**config.mk**
```make
export PLATFORM = sky130hd
export DESIGN_NAME = gray_counter_bank_flat
export DESIGN_NICKNAME = d
export VERILOG_FILES = /design/src/rtl/gray_counter_bank_if.sv /design/src/rtl/gray_counter_bank.sv /design/src/flat_wrapper.sv
export SDC_FILE = /design/constraint.sdc
export NUM_CORES = 1
export LEC_CHECK = 0
export ABC_CLOCK_PERIOD_IN_PS = 5950
export CAP_MARGIN = 20
export CORE_MARGIN = 2
export CORE_UTILIZATION = 55
export CTS_BUF_LIST = sky130_fd_sc_hd__clkbuf_2
export DETAILED_ROUTE_END_ITERATION = 7
export PLACE_DENSITY = 0.82
export SLEW_MARGIN = 5
export SYNTH_ARGS = -nofsm -noshare
export SYNTH_HDL_FRONTEND = slang
export SYNTH_SLANG_ARGS = --single-unit
```
**constraint.sdc**
```tcl
create_clock -name CLK -period 5.95 [get_ports CLK]
set_input_delay 1.4875 -clock CLK [delete_from_list [all_inputs] [get_ports CLK]]
set_output_delay 1.4875 -clock CLK [all_outputs]
set_load 0.01 [all_outputs]
```
**src/rtl/gray_counter_bank_if.sv**
```systemverilog
// Control, load, read and status bundle of the Gray counter bank.
interface gray_counter_bank_if #(
  parameter int WIDTH    = 10,
  parameter int CHANNELS = 4,
  parameter int SELW     = (CHANNELS > 1) ? $clog2(CHANNELS) : 1
);
  logic [CHANNELS-1:0]       inc_en;
  logic [CHANNELS-1:0]       dec_en;
  logic                      wr_en;
  logic [SELW-1:0]           wr_sel;
  logic                      wr_is_gray;
  logic [WIDTH-1:0]          wr_value;
  logic [SELW-1:0]           rd_sel;
  logic [WIDTH-1:0]          rd_gray;
  logic [WIDTH-1:0]          rd_bin;
  logic [CHANNELS*WIDTH-1:0] all_gray;
  logic [CHANNELS-1:0]       at_max;
  logic [CHANNELS-1:0]       at_min;
  logic [CHANNELS-1:0]       wrap_pulse;
  logic                      err;
  logic                      err_clr;

  modport master (
    output inc_en, dec_en, wr_en, wr_sel, wr_is_gray, wr_value, rd_sel, err_clr,
    input  rd_gray, rd_bin, all_gray, at_max, at_min, wrap_pulse, err
  );

  modport slave (
    input  inc_en, dec_en, wr_en, wr_sel, wr_is_gray, wr_value, rd_sel, err_clr,
    output rd_gray, rd_bin, all_gray, at_max, at_min, wrap_pulse, err
  );
endinterface

```
**src/rtl/gray_counter_bank.sv**
```systemverilog
// Bank of independent up/down Gray counters with load, wrap/saturate, flags and a registered read port.
// Optional step checker enabled by defining GRAY_BANK_STEP_CHECK_EN.
module gray_counter_bank #(
  parameter int WIDTH    = 10,
  parameter int CHANNELS = 4,
  parameter int SATURATE = 0,
  localparam int SELW    = (CHANNELS > 1) ? $clog2(CHANNELS) : 1
) (
  input logic CLK,
  input logic nRST,
  gray_counter_bank_if.slave bus
);

  localparam logic [WIDTH-1:0] MAX_BIN  = '1;
  localparam logic [WIDTH-1:0] GRAY_MAX = {1'b1, {(WIDTH-1){1'b0}}};

  function automatic logic [WIDTH-1:0] g2b(input logic [WIDTH-1:0] g);
    logic [WIDTH-1:0] b;
    b[WIDTH-1] = g[WIDTH-1];
    for (int k = WIDTH - 2; k >= 0; k--) b[k] = b[k+1] ^ g[k];
    return b;
  endfunction

  function automatic logic [WIDTH-1:0] b2g(input logic [WIDTH-1:0] b);
    return b ^ (b >> 1);
  endfunction

  logic [CHANNELS-1:0][WIDTH-1:0] cnt_q, cnt_d;
  logic [CHANNELS-1:0]            wrap_q, wrap_d;
  logic [CHANNELS-1:0]            wr_hit;
  logic [WIDTH-1:0]               rd_gray_q, rd_gray_d;
  logic [WIDTH-1:0]               rd_bin_q, rd_bin_d;
  logic [WIDTH-1:0]               cur_bin;
  logic [WIDTH-1:0]               load_val;

  always_comb begin
    cnt_d     = cnt_q;
    wrap_d    = '0;
    wr_hit    = '0;
    cur_bin   = '0;
    rd_gray_d = '0;
    load_val  = bus.wr_is_gray ? bus.wr_value : b2g(bus.wr_value);
    for (int i = 0; i < CHANNELS; i++) begin
      cur_bin   = g2b(cnt_q[i]);
      // Out-of-range wr_sel matches no channel, so the write is dropped.
      wr_hit[i] = bus.wr_en && (bus.wr_sel == SELW'(i));
      if (wr_hit[i]) begin
        cnt_d[i] = load_val;
      end else if (bus.inc_en[i] != bus.dec_en[i]) begin
        if (bus.inc_en[i]) begin
          if (cur_bin != MAX_BIN) begin
            cnt_d[i] = b2g(cur_bin + WIDTH'(1));
          end else if (SATURATE == 0) begin
            cnt_d[i]  = '0;
            wrap_d[i] = 1'b1;
          end
        end else begin
          if (cur_bin != '0) begin
            cnt_d[i] = b2g(cur_bin - WIDTH'(1));
          end else if (SATURATE == 0) begin
            cnt_d[i]  = GRAY_MAX;
            wrap_d[i] = 1'b1;
          end
        end
      end
      // Read port samples the pre-update state; out-of-range selects read 0.
      if (bus.rd_sel == SELW'(i)) rd_gray_d = cnt_q[i];
    end
    rd_bin_d = g2b(rd_gray_d);
  end

  always_ff @(posedge CLK) begin
    if (!nRST) begin
      cnt_q     <= '0;
      wrap_q    <= '0;
      rd_gray_q <= '0;
      rd_bin_q  <= '0;
    end else begin
      cnt_q     <= cnt_d;
      wrap_q    <= wrap_d;
      rd_gray_q <= rd_gray_d;
      rd_bin_q  <= rd_bin_d;
    end
  end

  always_comb begin
    bus.at_max = '0;
    bus.at_min = '0;
    for (int i = 0; i < CHANNELS; i++) begin
      bus.at_max[i] = (cnt_q[i] == GRAY_MAX);
      bus.at_min[i] = (cnt_q[i] == '0);
    end
  end

  assign bus.all_gray   = cnt_q;
  assign bus.wrap_pulse = wrap_q;
  assign bus.rd_gray    = rd_gray_q;
  assign bus.rd_bin     = rd_bin_q;

`ifdef GRAY_BANK_STEP_CHECK_EN
  logic [CHANNELS-1:0][WIDTH-1:0] shadow_q, shadow_d;
  logic [CHANNELS-1:0]            load_q, load_d;
  logic                           err_q, err_d;
  logic [WIDTH-1:0]               diff;

  // A transition caused by a load is legal to jump any distance.
  always_comb begin
    shadow_d = cnt_q;
    load_d   = wr_hit;
    err_d    = err_q & ~bus.err_clr;
    diff     = '0;
    for (int i = 0; i < CHANNELS; i++) begin
      diff = shadow_q[i] ^ cnt_q[i];
      if (!load_q[i] && ((diff & (diff - WIDTH'(1))) != '0)) err_d = 1'b1;
    end
  end

  always_ff @(posedge CLK) begin
    if (!nRST) begin
      shadow_q <= '0;
      load_q   <= '0;
      err_q    <= 1'b0;
    end else begin
      shadow_q <= shadow_d;
      load_q   <= load_d;
      err_q    <= err_d;
    end
  end

  assign bus.err = err_q;
`else
  logic unused_err_clr;
  assign unused_err_clr = bus.err_clr;
  assign bus.err        = 1'b0;
`endif

endmodule

```
**src/flat_wrapper.sv**
```systemverilog
// flat-port wrapper written by rule: the top's interface ports become plain ports
module gray_counter_bank_flat 
#(
  parameter int WIDTH    = 10,
  parameter int CHANNELS = 4,
  parameter int SATURATE = 0,
  localparam int SELW    = (CHANNELS > 1) ? $clog2(CHANNELS) : 1
)
  (CLK, nRST, bus_inc_en, bus_dec_en, bus_wr_en, bus_wr_sel, bus_wr_is_gray, bus_wr_value, bus_rd_sel, bus_err_clr, bus_rd_gray, bus_rd_bin, bus_all_gray, bus_at_max, bus_at_min, bus_wrap_pulse, bus_err);
  gray_counter_bank_if #(.WIDTH(WIDTH), .CHANNELS(CHANNELS)) bus_i ();
  input logic CLK;
  input logic nRST;
  input wire logic [$bits(bus_i.inc_en)-1:0] bus_inc_en;
  input wire logic [$bits(bus_i.dec_en)-1:0] bus_dec_en;
  input wire logic [$bits(bus_i.wr_en)-1:0] bus_wr_en;
  input wire logic [$bits(bus_i.wr_sel)-1:0] bus_wr_sel;
  input wire logic [$bits(bus_i.wr_is_gray)-1:0] bus_wr_is_gray;
  input wire logic [$bits(bus_i.wr_value)-1:0] bus_wr_value;
  input wire logic [$bits(bus_i.rd_sel)-1:0] bus_rd_sel;
  input wire logic [$bits(bus_i.err_clr)-1:0] bus_err_clr;
  output wire logic [$bits(bus_i.rd_gray)-1:0] bus_rd_gray;
  output wire logic [$bits(bus_i.rd_bin)-1:0] bus_rd_bin;
  output wire logic [$bits(bus_i.all_gray)-1:0] bus_all_gray;
  output wire logic [$bits(bus_i.at_max)-1:0] bus_at_max;
  output wire logic [$bits(bus_i.at_min)-1:0] bus_at_min;
  output wire logic [$bits(bus_i.wrap_pulse)-1:0] bus_wrap_pulse;
  output wire logic [$bits(bus_i.err)-1:0] bus_err;
  assign bus_i.inc_en = bus_inc_en;
  assign bus_i.dec_en = bus_dec_en;
  assign bus_i.wr_en = bus_wr_en;
  assign bus_i.wr_sel = bus_wr_sel;
  assign bus_i.wr_is_gray = bus_wr_is_gray;
  assign bus_i.wr_value = bus_wr_value;
  assign bus_i.rd_sel = bus_rd_sel;
  assign bus_i.err_clr = bus_err_clr;
  assign bus_rd_gray = bus_i.rd_gray;
  assign bus_rd_bin = bus_i.rd_bin;
  assign bus_all_gray = bus_i.all_gray;
  assign bus_at_max = bus_i.at_max;
  assign bus_at_min = bus_i.at_min;
  assign bus_wrap_pulse = bus_i.wrap_pulse;
  assign bus_err = bus_i.err;
  gray_counter_bank #(.WIDTH(WIDTH), .CHANNELS(CHANNELS), .SATURATE(SATURATE)) u_core (.CLK(CLK), .nRST(nRST), .bus(bus_i));
endmodule
```
## Yosys cells after proc, flatten, opt, wreduce, memory -nomap -nowiden

Index checks and enable logic that the tools add are counted.

- Bits in registers: 64
- Output and inout port bits: 73

- Add/sub/neg operators: 8
- Equality and inequality tests: 18
- Mux-type cells: 37
- Bitwise gates (word level): 59
- Reductions and logical operators: 22

Operator list:

| cell | count |
|---|---|
| 10-bit 2-to-1 mux | 25 |
| 10-bit by 9-bit bitwise XOR with 10-bit output | 9 |
| 1-bit bitwise XOR | 45 |
| 10-bit by 1-bit adder with 10-bit output, second input constant | 4 |
| 10-bit == test, second input constant | 4 |
| 10-bit zero test | 4 |
| 10-bit inequality test, second input constant | 4 |
| 10-bit nonzero test | 4 |
| 10-bit by 1-bit subtractor with 10-bit output, second input constant | 4 |
| 1-bit 2-to-1 mux | 12 |
| 3-bit OR reduction | 4 |
| 2-bit == test, second input constant | 4 |
| 2-bit nonzero test | 4 |
| 1-bit NOT | 5 |
| 2-bit by 1-bit == test with 1-bit output, second input constant | 2 |
| 1-bit logical AND | 4 |
| 2-bit zero test | 2 |
| 1-bit inequality test | 4 |

## Depth between registers and ports, before layout

- Word-level depth: 15
- Gate-level depth with buffers: 24

## Least setup slack after synthesis

Ideal clock, no wire load.

- Path type: reg2reg
- Start point: reg u_core.cnt_q, in the netlist u_core.bus.all_gray[9]
- End point: reg u_core.cnt_q, in the netlist u_core.bus.all_gray[8]
- Arrival: 5.062 ns
- Setup slack: 0.756 ns
- Stages on the path, launching flop included: 24
- Path buffers: 0
- Path through: dfxtp_1 > inv_1 > ha_1 > ha_1 > inv_1 > ha_1 > inv_1 > ha_1 > inv_1 > ha_1 > inv_1 > ha_1 > inv_1 > ha_1 > inv_1 > ha_1 > inv_1 > ha_1 > nor2b_1 > nand4_1 > xnor2_1 > xnor2_1 > a221oi_1 > nor3_1

- Word-level cells in the longest chain between the ends: 15

RTL lines:

| element | line | RTL |
|---|---|---|
| start: declaration | gray_counter_bank.sv:28 | `logic [CHANNELS-1:0][WIDTH-1:0] cnt_q, cnt_d;` |
| start signal: assignment | gray_counter_bank.sv:79 | `cnt_q <= cnt_d;` |
| 1-bit bitwise XOR (9 in a row) | gray_counter_bank.sv:20 | `for (int k = WIDTH - 2; k >= 0; k--) b[k] = b[k+1] ^ g[k];` |
| 10-bit by 1-bit subtractor with 10-bit output or 10-bit by 1-bit adder with 10-bit output (tied branches) | gray_counter_bank.sv:59, gray_counter_bank.sv:52 |  |
| 10-bit by 9-bit bitwise XOR with 10-bit output | gray_counter_bank.sv:25 | `return b ^ (b >> 1);` |
| 10-bit 2-to-1 mux, on equally long branches | gray_counter_bank.sv:58, gray_counter_bank.sv:51 |  |
| 10-bit 2-to-1 mux (*) | gray_counter_bank.sv:50 | `if (bus.inc_en[i]) begin` |
| 10-bit 2-to-1 mux (*) | gray_counter_bank.sv:49 | `end else if (bus.inc_en[i] != bus.dec_en[i]) begin` |
| 10-bit 2-to-1 mux (*) | gray_counter_bank.sv:47 | `if (wr_hit[i]) begin` |

Mark *: on every way between the ends. The rest lies on a longest branch, timed or not. The select of a mux whose other input is x is not followed.
A chain may end at the register's enable or synchronous reset.

## Worst setup path in the final report

- Start point: reg u_core.cnt_q, in the netlist u_core.bus.all_gray[18]
- End point: reg u_core.cnt_q, in the netlist u_core.bus.all_gray[17]

- Word-level cells in the longest chain between the ends: 15

RTL lines:

| element | line |
|---|---|
| 1-bit bitwise XOR (*) | gray_counter_bank.sv:20 |
| 1-bit bitwise XOR (8 in a row) | gray_counter_bank.sv:20 |
| 10-bit by 1-bit subtractor with 10-bit output or 10-bit by 1-bit adder with 10-bit output (tied branches) | gray_counter_bank.sv:59, gray_counter_bank.sv:52 |
| 10-bit by 9-bit bitwise XOR with 10-bit output | gray_counter_bank.sv:25 |
| 10-bit 2-to-1 mux, on equally long branches | gray_counter_bank.sv:58, gray_counter_bank.sv:51 |
| 10-bit 2-to-1 mux (*) | gray_counter_bank.sv:50 |
| 10-bit 2-to-1 mux (*) | gray_counter_bank.sv:49 |
| 10-bit 2-to-1 mux (*) | gray_counter_bank.sv:47 |

Marks and branches as above.

==> impl_metrics.tcl <==
set metrics [dict create \
    outcome "completed" \
    cp_max_fo 5 \
    yosys.area_share.simple_pct 15.0 \
    syn-cell-area_sq_mm 0.00610 \
    hold_buffers 0 \
    worstMarginPinSlew_ns 0.938 \
    initial_core_util_pct 56.2 \
    antenna_found_initial 0 \
    path_cells "inv_1 -> ha_1 -> ha_1 -> inv_1 -> ha_1 -> inv_1 -> ha_1 -> inv_1 -> ha_1 -> inv_1 -> ha_1 -> inv_1 -> ha_1 -> inv_1 -> ha_1 -> inv_1 -> ha_1 -> nor2b_2 -> nand3_1 -> xnor2_1 -> xor2_1 -> a221oi_1 -> nor3_1" \
    drt_iter0_drc 286 \
    grt_max_degree 27 \
    dp.cells 955 \
    h-tree-depth 3 \
    drc_errors 0 \
    criticalPathCategory "register to register" \
    layout.area.seq_sq_mm 0.00126 \
    dp_hpwl_mm 13.6 \
    hold_viol 0 \
    grt.overflow.total 0 \
    synthMuxAreaShare_pct 3.69 \
    max_slew_margin_pct 37.4 \
    critPathCaptureType "register" \
    dr.pass1.iters 5 \
    rr_startpoint "u_core.bus.all_gray[18]" \
    detail_route.wl_per_cell_um 17.7 \
    syn_avg_cell_area_sq_um 8.30 \
    cp-startpoint "u_core.bus.all_gray[18]" \
    crit_path_max_incr_delay_ns 0.44 \
    synth-seq-cells 63 \
    final_nets 927 \
    rows 38 \
    drt-total-wl_mm 17.2 \
    cts.sinks 63 \
    r2r_cells 23 \
    fill_cells 895 \
    cpMaxStageDelayCell "dfxtp_1" \
    cp_top_family "adder cells" \
    worstPathArrival_ns 6.12 \
    wl_met1_mm 7.30 \
    yosysWarnings 0 \
    fin_crit_ns 5.71 \
    slew_viol_final 0 \
    cap_violations 0 \
    rrSetupSlack_ns 0.24 \
    synthToLayoutAreaGrowth_pct 20.5 \
    grt_pass1_vias 5515 \
    crit_top_cell "ha_1" \
    synth-seq-area-share_pct 20.7 \
    critPathRequiredTime_ns 6.36 \
    n_antenna_cell 0 \
    cp-start-kind "register" \
    layout_commonest_cell "xnor2_1" \
    via_per_inst 5.90 \
    fin_cells 973 \
    die_h_um 109 \
    max_freq_mhz 175 \
    synth_top_family_by_area "XOR/XNOR gates" \
    critical_path_buf_inv_count 8 \
    via_count 5738 \
    setup_viol 0 \
    grtUsageTotal_pct 28.6 \
    rsz0062_at_grt "yes" \
    layout-drive-gt1-share_pct 6.24 \
    dieArea_sq_mm 0.0119 \
    die_x_um 109 \
    numCtsBuffers 9 \
    grt_pass1_wl_mm 26.8 \
    core_area_sq_mm 0.0108 \
    clk_latency_ns 0.50 \
    min_path_type "register to register" \
    cts_tree "yes" \
    synth-compound-area-share_pct 15.6 \
    final_antenna_net_count 0 \
    port_buffers 97 \
    worstSetupEndpoint "u_core.bus.all_gray[17]" \
    synthesis.nets 834 \
    wl_met3_mm 1.35 \
    yosys.area_share.adder_pct 14.8 \
    finClkSkew_ns 0.0189 \
    clkSlewWorstSetupHoldPaths_ns 0.19 \
    wl_met2_mm 8.07 \
    fin_crit_sh_pct 96.0 \
    syn_inst 735 \
    final_cell_mix "119 x xnor2_1, 97 x clkdlybuf4s50_1, 92 x inv_1" \
    top_layer_used "met4" \
    cp.depth 23 \
    r2r-end "u_core.bus.all_gray[17]" \
    cts_max_path_buffers 2 \
    yosysUniqueCellTypes 43 \
    gp_congestion 0.914 \
    multi_input_area_sq_mm 0.00442 \
    clockRootBuffer "clkbuf_2" \
    ios 100 \
    synth_xor_area_share_pct 22.7 \
]
-- through the flow --
| stage | hold slack (ns) | setup slack, ns | utilization [%] | area, sq um | setup TNS (ns) |
|---|---|---|---|---|---|
| 4_1_cts | 0.583 | 0.0912 | 67.2 | 7280 | 0 |
| 6_report | 0.559 | 0.239 | 67.8 | 7350 | 0 |
| 3_3_place_gp | 0.561 | 0.267 | 66.3 | 7190 | 0 |
| 3_5_place_dp | 0.560 | 0.135 | 66.3 | 7190 | 0 |
| 5_1_grt | 0.571 | -0.0650 | 67.8 | 7350 | -0.281 |
| 2_1_floorplan | 0.547 | 0.756 | - | 6100 | 0 |
-- logic make-up after synthesis --
kind of cell | after synthesis
and+or+nand+nor | 176
xor gates and xnor gates | 154
AOI/OAI and AO/OA | 141
buffers and inverters | 118
adders and majority gates | 72
DFF | 63
muxes | 10
other | 1
-- cell type report --
cell class                 count  area share (%)
sequential                    63            17.2
multi-input combinational    554            60.2
clock buffer                   9           0.613
clock inverter                 7           0.664
timing repair buffer         106            14.1
tap                          140            2.38
inverter                      94            4.80
-- flip-flops by register name (all words and copies together) (netlist names) --
| signal | cells |
|---|---|
| u_core.bus.rd_bin | 10 |
| u_core.bus.wrap_pulse | 4 |
| u_core.bus.all_gray | 40 |
| u_core.bus.rd_gray | 9 |
-- synth_stat cells --
cell type / number / area share [%]
nand3_1: 13 / 1.1
a211o_1: 2 / 0.29
clkbuf_1: 20 / 1.2
a21boi_1: 6 / 0.74
and3_1: 8 / 0.82
o21ai_0: 9 / 0.74
conb_1: 1 / 0.062
dfxtp_1: 63 / 21
a21oi_1: 37 / 3.0
xnor2_4: 1 / 0.45
buf_4: 2 / 0.25
xnor2_2: 2 / 0.53
a211oi_1: 13 / 1.6
o21bai_1: 2 / 0.25
a221oi_1: 25 / 3.6
clkbuf_2: 1 / 0.082
inv_2: 1 / 0.062
and4_1: 1 / 0.14
nor3b_1: 2 / 0.25
inv_1: 92 / 5.7
ha_1: 72 / 15
a221o_1: 2 / 0.33
nand3b_1: 4 / 0.49
nor3_1: 30 / 2.5
o221ai_1: 8 / 1.1
and2_1: 12 / 1.2
or3b_1: 1 / 0.14
nand4_1: 7 / 0.72
nand2b_1: 16 / 1.6
nand2_1: 32 / 2.0
nor2_1: 27 / 1.7
nor2b_1: 7 / 0.72
or2_1: 3 / 0.31
or3_1: 1 / 0.10
xnor2_1: 119 / 17
xor2_1: 32 / 4.6
mux4_2: 10 / 3.7
buf_6: 1 / 0.18
o21a_1: 4 / 0.49
nor4_1: 12 / 1.2
a21o_1: 1 / 0.12
clkinv_1: 1 / 0.062
o22ai_1: 32 / 3.3
-- timing repair --
| action | CTS | global route |
|---|---|---|
| resized for setup | 0 | 15 |
| buffers inserted | 0 | 2 |
| endpoints found under the setup margin | 0 | 20 |
-- how the worst min path moves through the flow --
stage                                  startpoint  slack, ns  depth (start not counted)                      end
after floorplan           u_core.bus.all_gray[38]       0.55                          2  u_core.bus.all_gray[38]
after global placement    u_core.bus.all_gray[38]       0.56                          2  u_core.bus.all_gray[38]
after detailed placement  u_core.bus.all_gray[38]       0.56                          2  u_core.bus.all_gray[38]
after CTS                 u_core.bus.all_gray[38]       0.58                          2  u_core.bus.all_gray[38]
after global routing      u_core.bus.all_gray[38]       0.57                          2  u_core.bus.all_gray[38]
final                     u_core.bus.all_gray[38]       0.56                          2  u_core.bus.all_gray[38]
-- per-layer routing --
layer  up-vias  GRT usage, %
li1       2722             -
met1      2685          37.7
met2       282          48.0
met3        49          3.32
met4         0          11.4
met5         -             0
-- worst min-delay path: cells and delay by family, from the launching register on --
kind             cells  cell delay, ns
flip-flops           1            0.38
AND/OR/NAND/NOR      1            0.06
AO/OA/AOI/OAI        1            0.10
Power is left out: the tool's default activity adds up to more than one toggle a clock period on the data nets, which glitch-free logic cannot reach.
